$ cat config.mk
export PLATFORM = sky130hd
export DESIGN_NAME = spi_slave_fifo
export DESIGN_NICKNAME = d
export VERILOG_FILES = /design/src/rtl/spi_slave_fifo.sv
export SDC_FILE = /design/constraint.sdc
export NUM_CORES = 1
export LEC_CHECK = 0
export CAP_MARGIN = 20
export CORE_UTILIZATION = 55
export CTS_CLUSTER_SIZE = 25
export DETAILED_ROUTE_END_ITERATION = 7
export PLACE_DENSITY = 0.8
export SLEW_MARGIN = 20
export SYNTH_ARGS = -nofsm -noshare
export SYNTH_HDL_FRONTEND = slang
export SYNTH_SLANG_ARGS = --single-unit
export TNS_END_PERCENT = 20
$ cat constraint.sdc
create_clock -name i_clk -period 2.16 [get_ports i_clk]
set_input_delay 0.216 -clock i_clk [delete_from_list [all_inputs] [get_ports i_clk]]
set_output_delay 0.216 -clock i_clk [all_outputs]
set_load 0.01 [all_outputs]
$ cat src/rtl/spi_slave_fifo.sv
// SPI slave (any CPOL/CPHA, either bit order, multi-word frames) with TX/RX FIFOs to the host.
// SPI pins are synchronised into i_clk; pin activity is acted on two i_clk edges after capture.
module spi_slave_fifo #(
  parameter int unsigned p_WORD_LEN   = 8,
  parameter int unsigned p_FIFO_DEPTH = 4,
  parameter bit          p_CPOL       = 1'b0,
  parameter bit          p_CPHA       = 1'b0,
  parameter bit          p_LSB_FIRST  = 1'b0
) (
  input  logic                  i_clk,
  input  logic                  i_rstn,
  input  logic                  i_sclk,
  input  logic                  i_mosi,
  input  logic                  i_ss,
  output logic                  o_miso,
  output logic                  o_miso_oe,
  input  logic [p_WORD_LEN-1:0] inp_data,
  input  logic                  inp_en,
  output logic                  inp_rdy,
  output logic [p_WORD_LEN-1:0] out_data,
  output logic                  out_valid,
  input  logic                  out_en,
  output logic                  o_busy,
  output logic                  o_ovf,
  output logic                  o_udf,
  input  logic                  i_clr_err
);

  localparam int unsigned AW = $clog2(p_FIFO_DEPTH);
  localparam int unsigned CW = $clog2(p_WORD_LEN + 1);
  localparam logic [CW-1:0] LastBit = CW'(p_WORD_LEN - 1);
  localparam logic [CW-1:0] CntOne  = CW'(1);
  localparam logic [AW:0]   PtrOne  = (AW + 1)'(1);

  typedef enum logic {StIdle, StFrame} state_e;

  logic r_sclk_s1, r_sclk_s2, r_sclk_q;
  logic r_mosi_s1, r_mosi_s2;
  logic r_ss_s1, r_ss_s2, r_ss_q;

  state_e                r_state;
  logic [CW-1:0]         r_bit_cnt;
  logic [p_WORD_LEN-1:0] r_rx_shift;
  logic [p_WORD_LEN-1:0] r_tx_shift;

  logic [p_WORD_LEN-1:0] r_tx_mem [p_FIFO_DEPTH];
  logic [p_WORD_LEN-1:0] r_rx_mem [p_FIFO_DEPTH];
  logic [AW:0]           r_tx_wr, r_tx_rd, r_rx_wr, r_rx_rd;

  logic w_sclk_edge, w_lead, w_trail, w_sample_edge, w_drive_edge;
  logic w_ss_fall, w_ss_rise, w_in_frame, w_sample, w_drive, w_word_done, w_tx_load;
  logic w_tx_empty, w_tx_full, w_tx_push, w_tx_pop;
  logic w_rx_empty, w_rx_full, w_rx_push, w_rx_pop, w_ovf_set, w_udf_set;
  logic                  w_tx_head, w_ld_head;
  logic [p_WORD_LEN-1:0] w_tx_word, w_tx_next, w_ld_next, w_rx_word;

  // SS synchronisers reset low so SS held low across reset cannot look like a falling edge.
  always_ff @(posedge i_clk or negedge i_rstn) begin
    if (!i_rstn) begin
      r_sclk_s1 <= p_CPOL;
      r_sclk_s2 <= p_CPOL;
      r_sclk_q  <= p_CPOL;
      r_mosi_s1 <= 1'b0;
      r_mosi_s2 <= 1'b0;
      r_ss_s1   <= 1'b0;
      r_ss_s2   <= 1'b0;
      r_ss_q    <= 1'b0;
    end else begin
      r_sclk_s1 <= i_sclk;
      r_sclk_s2 <= r_sclk_s1;
      r_sclk_q  <= r_sclk_s2;
      r_mosi_s1 <= i_mosi;
      r_mosi_s2 <= r_mosi_s1;
      r_ss_s1   <= i_ss;
      r_ss_s2   <= r_ss_s1;
      r_ss_q    <= r_ss_s2;
    end
  end

  assign w_sclk_edge   = r_sclk_s2 ^ r_sclk_q;
  assign w_lead        = w_sclk_edge & (r_sclk_s2 ^ p_CPOL);
  assign w_trail       = w_sclk_edge & ~(r_sclk_s2 ^ p_CPOL);
  assign w_sample_edge = p_CPHA ? w_trail : w_lead;
  assign w_drive_edge  = p_CPHA ? w_lead : w_trail;
  assign w_ss_fall     = r_ss_q & ~r_ss_s2;
  assign w_ss_rise     = ~r_ss_q & r_ss_s2;

  assign w_in_frame  = (r_state == StFrame) && !w_ss_rise;
  assign w_sample    = w_in_frame && w_sample_edge;
  assign w_drive     = w_in_frame && w_drive_edge;
  assign w_word_done = w_sample && (r_bit_cnt == LastBit);
  assign w_tx_load   = ((r_state == StIdle) && w_ss_fall) || w_word_done;

  assign w_tx_empty = (r_tx_wr == r_tx_rd);
  assign w_tx_full  = (r_tx_wr[AW] != r_tx_rd[AW]) && (r_tx_wr[AW-1:0] == r_tx_rd[AW-1:0]);
  assign w_rx_empty = (r_rx_wr == r_rx_rd);
  assign w_rx_full  = (r_rx_wr[AW] != r_rx_rd[AW]) && (r_rx_wr[AW-1:0] == r_rx_rd[AW-1:0]);

  assign w_tx_push = inp_en && !w_tx_full;
  assign w_tx_pop  = w_tx_load && !w_tx_empty;
  assign w_udf_set = w_tx_load && w_tx_empty;
  assign w_tx_word = w_tx_empty ? '0 : r_tx_mem[r_tx_rd[AW-1:0]];

  // A same-cycle host pop frees the slot the completing word needs.
  assign w_rx_pop  = out_en && !w_rx_empty;
  assign w_rx_push = w_word_done && (!w_rx_full || w_rx_pop);
  assign w_ovf_set = w_word_done && w_rx_full && !w_rx_pop;

  assign w_rx_word = p_LSB_FIRST ? {r_mosi_s2, r_rx_shift[p_WORD_LEN-1:1]}
                                 : {r_rx_shift[p_WORD_LEN-2:0], r_mosi_s2};
  assign w_tx_head = p_LSB_FIRST ? r_tx_shift[0] : r_tx_shift[p_WORD_LEN-1];
  assign w_tx_next = p_LSB_FIRST ? (r_tx_shift >> 1) : (r_tx_shift << 1);
  assign w_ld_head = p_LSB_FIRST ? w_tx_word[0] : w_tx_word[p_WORD_LEN-1];
  assign w_ld_next = p_LSB_FIRST ? (w_tx_word >> 1) : (w_tx_word << 1);

  // r_tx_shift always holds the bits not yet presented; each drive edge presents its head.
  always_ff @(posedge i_clk or negedge i_rstn) begin
    if (!i_rstn) begin
      r_state    <= StIdle;
      r_bit_cnt  <= '0;
      r_rx_shift <= '0;
      r_tx_shift <= '0;
      o_miso     <= 1'b0;
      o_miso_oe  <= 1'b0;
    end else begin
      unique case (r_state)
        StIdle: begin
          if (w_ss_fall) begin
            r_state   <= StFrame;
            r_bit_cnt <= '0;
            o_miso_oe <= 1'b1;
            if (!p_CPHA) begin
              o_miso     <= w_ld_head;
              r_tx_shift <= w_ld_next;
            end else begin
              r_tx_shift <= w_tx_word;
            end
          end
        end
        StFrame: begin
          if (w_ss_rise) begin
            r_state   <= StIdle;
            r_bit_cnt <= '0;
            o_miso_oe <= 1'b0;
            o_miso    <= 1'b0;
          end else if (w_sample) begin
            r_rx_shift <= w_rx_word;
            if (w_word_done) begin
              r_bit_cnt  <= '0;
              r_tx_shift <= w_tx_word;
            end else begin
              r_bit_cnt <= r_bit_cnt + CntOne;
            end
          end else if (w_drive) begin
            o_miso     <= w_tx_head;
            r_tx_shift <= w_tx_next;
          end
        end
      endcase
    end
  end

  always_ff @(posedge i_clk or negedge i_rstn) begin
    if (!i_rstn) begin
      o_ovf <= 1'b0;
      o_udf <= 1'b0;
    end else begin
      o_ovf <= w_ovf_set | (o_ovf & ~i_clr_err);
      o_udf <= w_udf_set | (o_udf & ~i_clr_err);
    end
  end

  always_ff @(posedge i_clk) begin
    if (w_tx_push) r_tx_mem[r_tx_wr[AW-1:0]] <= inp_data;
  end

  always_ff @(posedge i_clk or negedge i_rstn) begin
    if (!i_rstn) begin
      for (int unsigned i = 0; i < p_FIFO_DEPTH; i++) r_rx_mem[i] <= '0;
    end else if (w_rx_push) begin
      r_rx_mem[r_rx_wr[AW-1:0]] <= w_rx_word;
    end
  end

  always_ff @(posedge i_clk or negedge i_rstn) begin
    if (!i_rstn) begin
      r_tx_wr <= '0;
      r_tx_rd <= '0;
      r_rx_wr <= '0;
      r_rx_rd <= '0;
    end else begin
      if (w_tx_push) r_tx_wr <= r_tx_wr + PtrOne;
      if (w_tx_pop)  r_tx_rd <= r_tx_rd + PtrOne;
      if (w_rx_push) r_rx_wr <= r_rx_wr + PtrOne;
      if (w_rx_pop)  r_rx_rd <= r_rx_rd + PtrOne;
    end
  end

  assign inp_rdy   = !w_tx_full;
  assign out_valid = !w_rx_empty;
  assign out_data  = r_rx_mem[r_rx_rd[AW-1:0]];
  assign o_busy    = (r_state == StFrame);

endmodule
Yosys cells after proc, flatten, opt, wreduce, memory -nomap -nowiden
Memory sizes are Yosys's and may differ from the RTL's.
Index checks and enable logic that the tools add are counted.
- bits in writable memories: 32
- word-level logic and storage cells: 124
- register bits: 76
- output and inout bits: 15
- memories: 1
- memory list (name ; depth ; width ; rd ports ; clocked after memory_dff ; wr ports ; line ; RTL):
    r_tx_mem ; 4 ; 8 ; 1 ; 0 ; 1 ; 46 ; logic [p_WORD_LEN-1:0] r_tx_mem [p_FIFO_DEPTH];
- $add $sub $neg: 5
- reduce and logical (&&, ||, !) cells: 28
- magnitude comparators: 3
- bitwise logic cells: 17
- equality and inequality tests: 15
- mux-type cells: 31
- operators by type and width (cell ; number):
    2-to-1 mux 8 bit ; 9
    bitwise mux 32 bit ; 1
    binary-select mux 8 bit (select 2 bit) ; 1
    demux 8 bit (select 2 bit) ; 1
    2-to-1 mux 4 bit ; 4
    case mux 8 bit (2 select lines) ; 1
    logical AND 1 bit ; 15
    adder 3 x 1 -> 3 bit (second input constant) ; 4
    2-to-1 mux 1 bit ; 10
    inequality test 3 x 1 -> 1 bit (second input constant) ; 3
    case mux 4 bit (2 select lines) ; 1
    AND 1 bit ; 6
    == test 3 bit ; 2
    greater-or-equal comparator 3 bit (second input constant) ; 2
    zero test 1 bit ; 6
    NOT 1 bit ; 6
    NOT 2 -> 3 bit ; 2
    case mux 1 bit (2 select lines) ; 3
    AND reduction 3 bit ; 2
    adder 4 x 1 -> 4 bit (second input constant) ; 1
    == test 2 bit ; 2
    == test 4 x 3 -> 1 bit (second input constant) ; 1
    inequality test 2 bit (second input constant) ; 2
    AND reduction 2 bit ; 2
    9 further kinds ; 12

Longest topological paths before layout
Gate-level depths: netlist of run 1.
- depth after elaboration: 10
- mapped depth: 7

Worst setup path after synthesis of run 1
OpenSTA, ideal clock, no wires.
- kind: register -> register
- start: register r_bit_cnt[0]
- end: register r_rx_mem[10] (netlist name)
- cell stages (with the launch flop): 7
- period minus slack after synthesis: 1847 ps
- arrival time: 1722 ps
- path buffers: 0
- required time: 2035 ps
- slack: 313 ps
- cells stage by stage: dfrtp_1 > ha_1 > and3b_2 > nand4_4 > a31oi_4 > nand2_2 > mux2_2
- longest elaborated chain between the ends: 3
- RTL lines (element ; line ; RTL):
    from (decl) ; 42 ; logic [CW-1:0] r_bit_cnt;
    from (signal assigned) ; 152 ; r_bit_cnt <= r_bit_cnt + CntOne;
    == test 4 x 3 -> 1 bit ; 91 ; assign w_word_done = w_sample && (r_bit_cnt == LastBit);
    logical AND 1 bit ; 91 ;
    logical AND 1 bit ; 106 ; assign w_rx_push = w_word_done && (!w_rx_full || w_rx_pop);
    to (signal, indexed assignment) ; 181 ; r_rx_mem[r_rx_wr[AW-1:0]] <= w_rx_word;
    to (decl) ; 47 ; logic [p_WORD_LEN-1:0] r_rx_mem [p_FIFO_DEPTH];
Every way passes these cells.
A chain may end at the register's enable or synchronous reset.

Final worst setup path of run 1
- start: register r_tx_rd[0]
- end: output port inp_rdy
- longest elaborated chain between the ends: 3
- RTL lines (element ; line ; RTL):
    from (decl) ; 48 ; logic [AW:0] r_tx_wr, r_tx_rd, r_rx_wr, r_rx_rd;
    from (signal assigned) ; 193 ; if (w_tx_pop) r_tx_rd <= r_tx_rd + PtrOne;
    == test 2 bit ; 95 ; assign w_tx_full = (r_tx_wr[AW] != r_tx_rd[AW]) && (r_tx_wr[AW-1:0] == r_tx_rd[AW-1:0]);
    logical AND 1 bit ; 95 ;
    zero test 1 bit ; 199 ; assign inp_rdy = !w_tx_full;
    to (decl) ; 19 ; output logic inp_rdy,
Every way passes these cells.

==> run summary, run 1 <==
Vias/cell -> 5.69
Synth Area per Inst -> 14.3 µm²
Mapped cell area -> 4680 µm²
Ports -> 31
Req. time, crit path -> 1940 ps
Final-report hold violation count -> 0
Worst min path class -> in -> reg
Max-Cap Viols -> 0
Prevailing post-synth register cell -> dfrtp_1
RSZ-0062 raised after global routing -> no
Seq/Total Area, Yosys -> 61.1%
Worst vdd ir -> 0.764 mV
# DRC -> 0
Core box area -> 8220 µm²
Crit path time final -> 2050 ps
Wire per inst -> 16.5 µm
Via total after detailed routing -> 2,756
Distinct cells, synth -> 45
DRT Pass-1 Iters -> 4
Slowest stage delay, CP -> 520 ps
Highest Signal Layer -> met4
Synth Warn # -> 0
Htree depth -> 3
Depth of the worst hold-timing path -> 1
Synth area leader -> dfrtp_1
EDFF count, synth -> 32
CTS sink cnt -> 108
CTS root buf -> clkbuf_8
Synth Instances -> 328
Die width -> 94.3 µm
Cell Chain, Critical Path -> xnor2_1, nand3_2, clkdlybuf4s50_1
Die Y -> 94.3 µm
RR Startpoint -> r_bit_cnt[0]
Max-slew violations -> 0
Post-route antenna net violation count -> 0
Critical path arrival -> 1830 ps
Sum Neg Setup Slack -> 0 ps
Top-area cell type share of the netlist area -> 40.6%
Reg2Reg Setup Slack -> 160 ps
Most common cell after layout, fill and taps aside -> dfrtp_1
Crit end category -> output pin
CTS max path bufs -> 2
Initial antenna violation count -> 0
Worst-Margin Slew -> 582 ps
Fmax -> 488 MHz
Initial core utilization -> 57.0%
Clock transition at path regs -> 100 ps
Layout cells sized above 1 -> 25.3%
Die area -> 8890 µm²
First-pass GRT wire length -> 13.7 mm
Skew-Pair Late Insertion Delay -> 380 ps
Period utilisation layout -> 94.8%
DR WL met3 -> 268 µm
Crit-path slowest cell -> dfrtp_2
WL met2 -> 4.33 mm
WS Path Type -> reg -> out
Core Util, Final -> 65.7%
Reg-to-Reg End -> r_rx_mem[24]
Post-Route WL -> 7.99 mm
Leak -> 2.37 nW
Port bufs -> 30
Row count -> 33
Status -> completed
Via count of the first global-routing pass -> 2,846
Net count after synthesis -> 355
Skew final -> 8.77 ps
CTS tree -> built
GRT overflow -> 0
PwrDens -> 1010 nW/µm²
Commonest cells after routing, fill and taps aside -> dfrtp_1, mux2_2, nand2_1
Filler cell count -> 617
Largest net degree at the start of global routing -> 44
Hold Path End -> r_mosi_s1
Crit-path max FO -> 9
Diodes inserted -> 0
Number of CTS-inserted buffers -> 9
Area growth syn-to-layout -> 15.3%
Rel. slew slack -> 61.2%
Flops & latches, synth -> 108
Hold Startpoint -> i_mosi
Met1 WL -> 3.21 mm
Fin nets -> 401
Ranking of synthesized cells by area -> dfrtp_1, edfxtp_1, mux2_2, mux4_2, ha_1
Routability cong. -> 0.755
Detailed placer's ending HPWL -> 5.68 mm
GRT Overall Usage -> 20.9%
Endpoints failing setup -> 0
Post-synth ARST share -> 70.4%
CP startpoint kind -> register
Initial DRC count -> 160
Worst Reg-to-Reg Cells -> 7
[cell type report]
type	count	area, µm²	area share (%)
Sequential cell	108	2870	53.0
Tap cell	105	131	2.43
Clock buffer	11	141	2.62
Clock inverter	5	36.3	0.672
Multi-Input combinational cell	199	1740	32.2
Timing Repair Buffer	46	448	8.29
Inverter	10	37.5	0.695
[Yosys cell counts (2+ instances only)]
master / number
a21boi_0: 2
a21oi_1: 7
a31oi_1: 2
a41oi_1: 5
and2_1: 4
and3_1: 6
buf_2: 4
buf_4: 2
clkbuf_1: 3
dfrtp_1: 76
edfxtp_1: 32
ha_1: 11
inv_1: 10
mux2_2: 35
mux4_2: 16
nand2_1: 33
nand2_4: 3
nand2b_1: 3
nand3_1: 18
nor2_1: 10
o21ai_0: 8
o22ai_1: 3
xnor2_1: 11
xor2_1: 3
[state kept, by name, indices dropped and copies added (netlist names), 3 cells and up]
name,count
r_rx_shift,7
r_rx_rd,3
r_tx_mem,32
r_rx_wr,3
r_rx_mem,32
r_tx_shift,8
r_tx_rd,3
r_tx_wr,3
r_bit_cnt,4
[worst max path at each step]
stage	to	cells after the start	slack, ps	startpoint
2_1_floorplan	r_rx_mem[10]	6	310	r_bit_cnt[0]
3_3_place_gp	r_rx_mem[10]	6	200	r_bit_cnt[0]
3_5_place_dp	r_rx_mem[12]	6	110	r_bit_cnt[0]
4_1_cts	out_valid	3	5	r_rx_rd[0]
5_1_grt	inp_rdy	3	30	r_tx_rd[0]
6_report	inp_rdy	3	110	r_tx_rd[0]
[report_power, final]
part,internal [W],switching [W]
Combinational,0.000796,0.000777
Clock,0.000456,0.000667
Sequential,0.00249,0.000288
Total,0.00374,0.00173
[timing repair]
action | CTS | global route
hold buffers | 1 | 0
resized for setup | 10 | 3
hold endpoints to repair | 42 | 0
endpoints found under the setup margin | 10 | 10
buffers inserted | 1 | 2
[per-layer routing]
layer  vias up  GRT usage [%]
li1       1284              -
met1      1396           24.1
met2        59           37.4
met3        17           4.61
met4         0           8.46
met5         -              0
[critical path, delay by kind of cell, from the launching register on]
family        cells  cell delay (ps)
flops             1              520
buf+inv           1              510
xor+xnor          1              280
simple gates      1              150
[stage by stage]
stage	area, µm²	setup WS [ps]	instances	power (W)	hold slack, ps
after global routing	5400	29.6	484	0.00581	244
after global placement	5170	199	464	0.00428	251
after CTS	5350	4.87	482	0.00550	256
final	5400	113	484	0.00547	269
after floorplan	4680	313	328	0.00383	-79.6
after detailed placement	5170	113	464	0.00436	259
[kinds of logic (layout without fill, tap and decap cells)]
group                      Yosys count  count (layout)  share of synthesized area, %
muxes                               51              51                          16.1
DFF                                108             108                          61.1
and+or+nand+nor                     88              88                          9.86
AOI/OAI and AO/OA                   35              35                          5.24
buffers and inverters               21              72                          2.11
xor gates and xnor gates            14              14                          2.62
adders and majority gates           11              11                          2.94
No activity file was read; power rests on OpenSTA's default activity.
==> run 2, diff against run 1 <==
CTS_CLUSTER_SIZE = not set   (was 25)
==> results of run 2 <==
The final DEF is identical to that of run 1; final timing and power are the same.
==> run 3, diff against run 2 <==
SLEW_MARGIN = not set   (was 20)
==> results of run 3 <==
The final DEF is identical to that of run 1; final timing and power are the same.
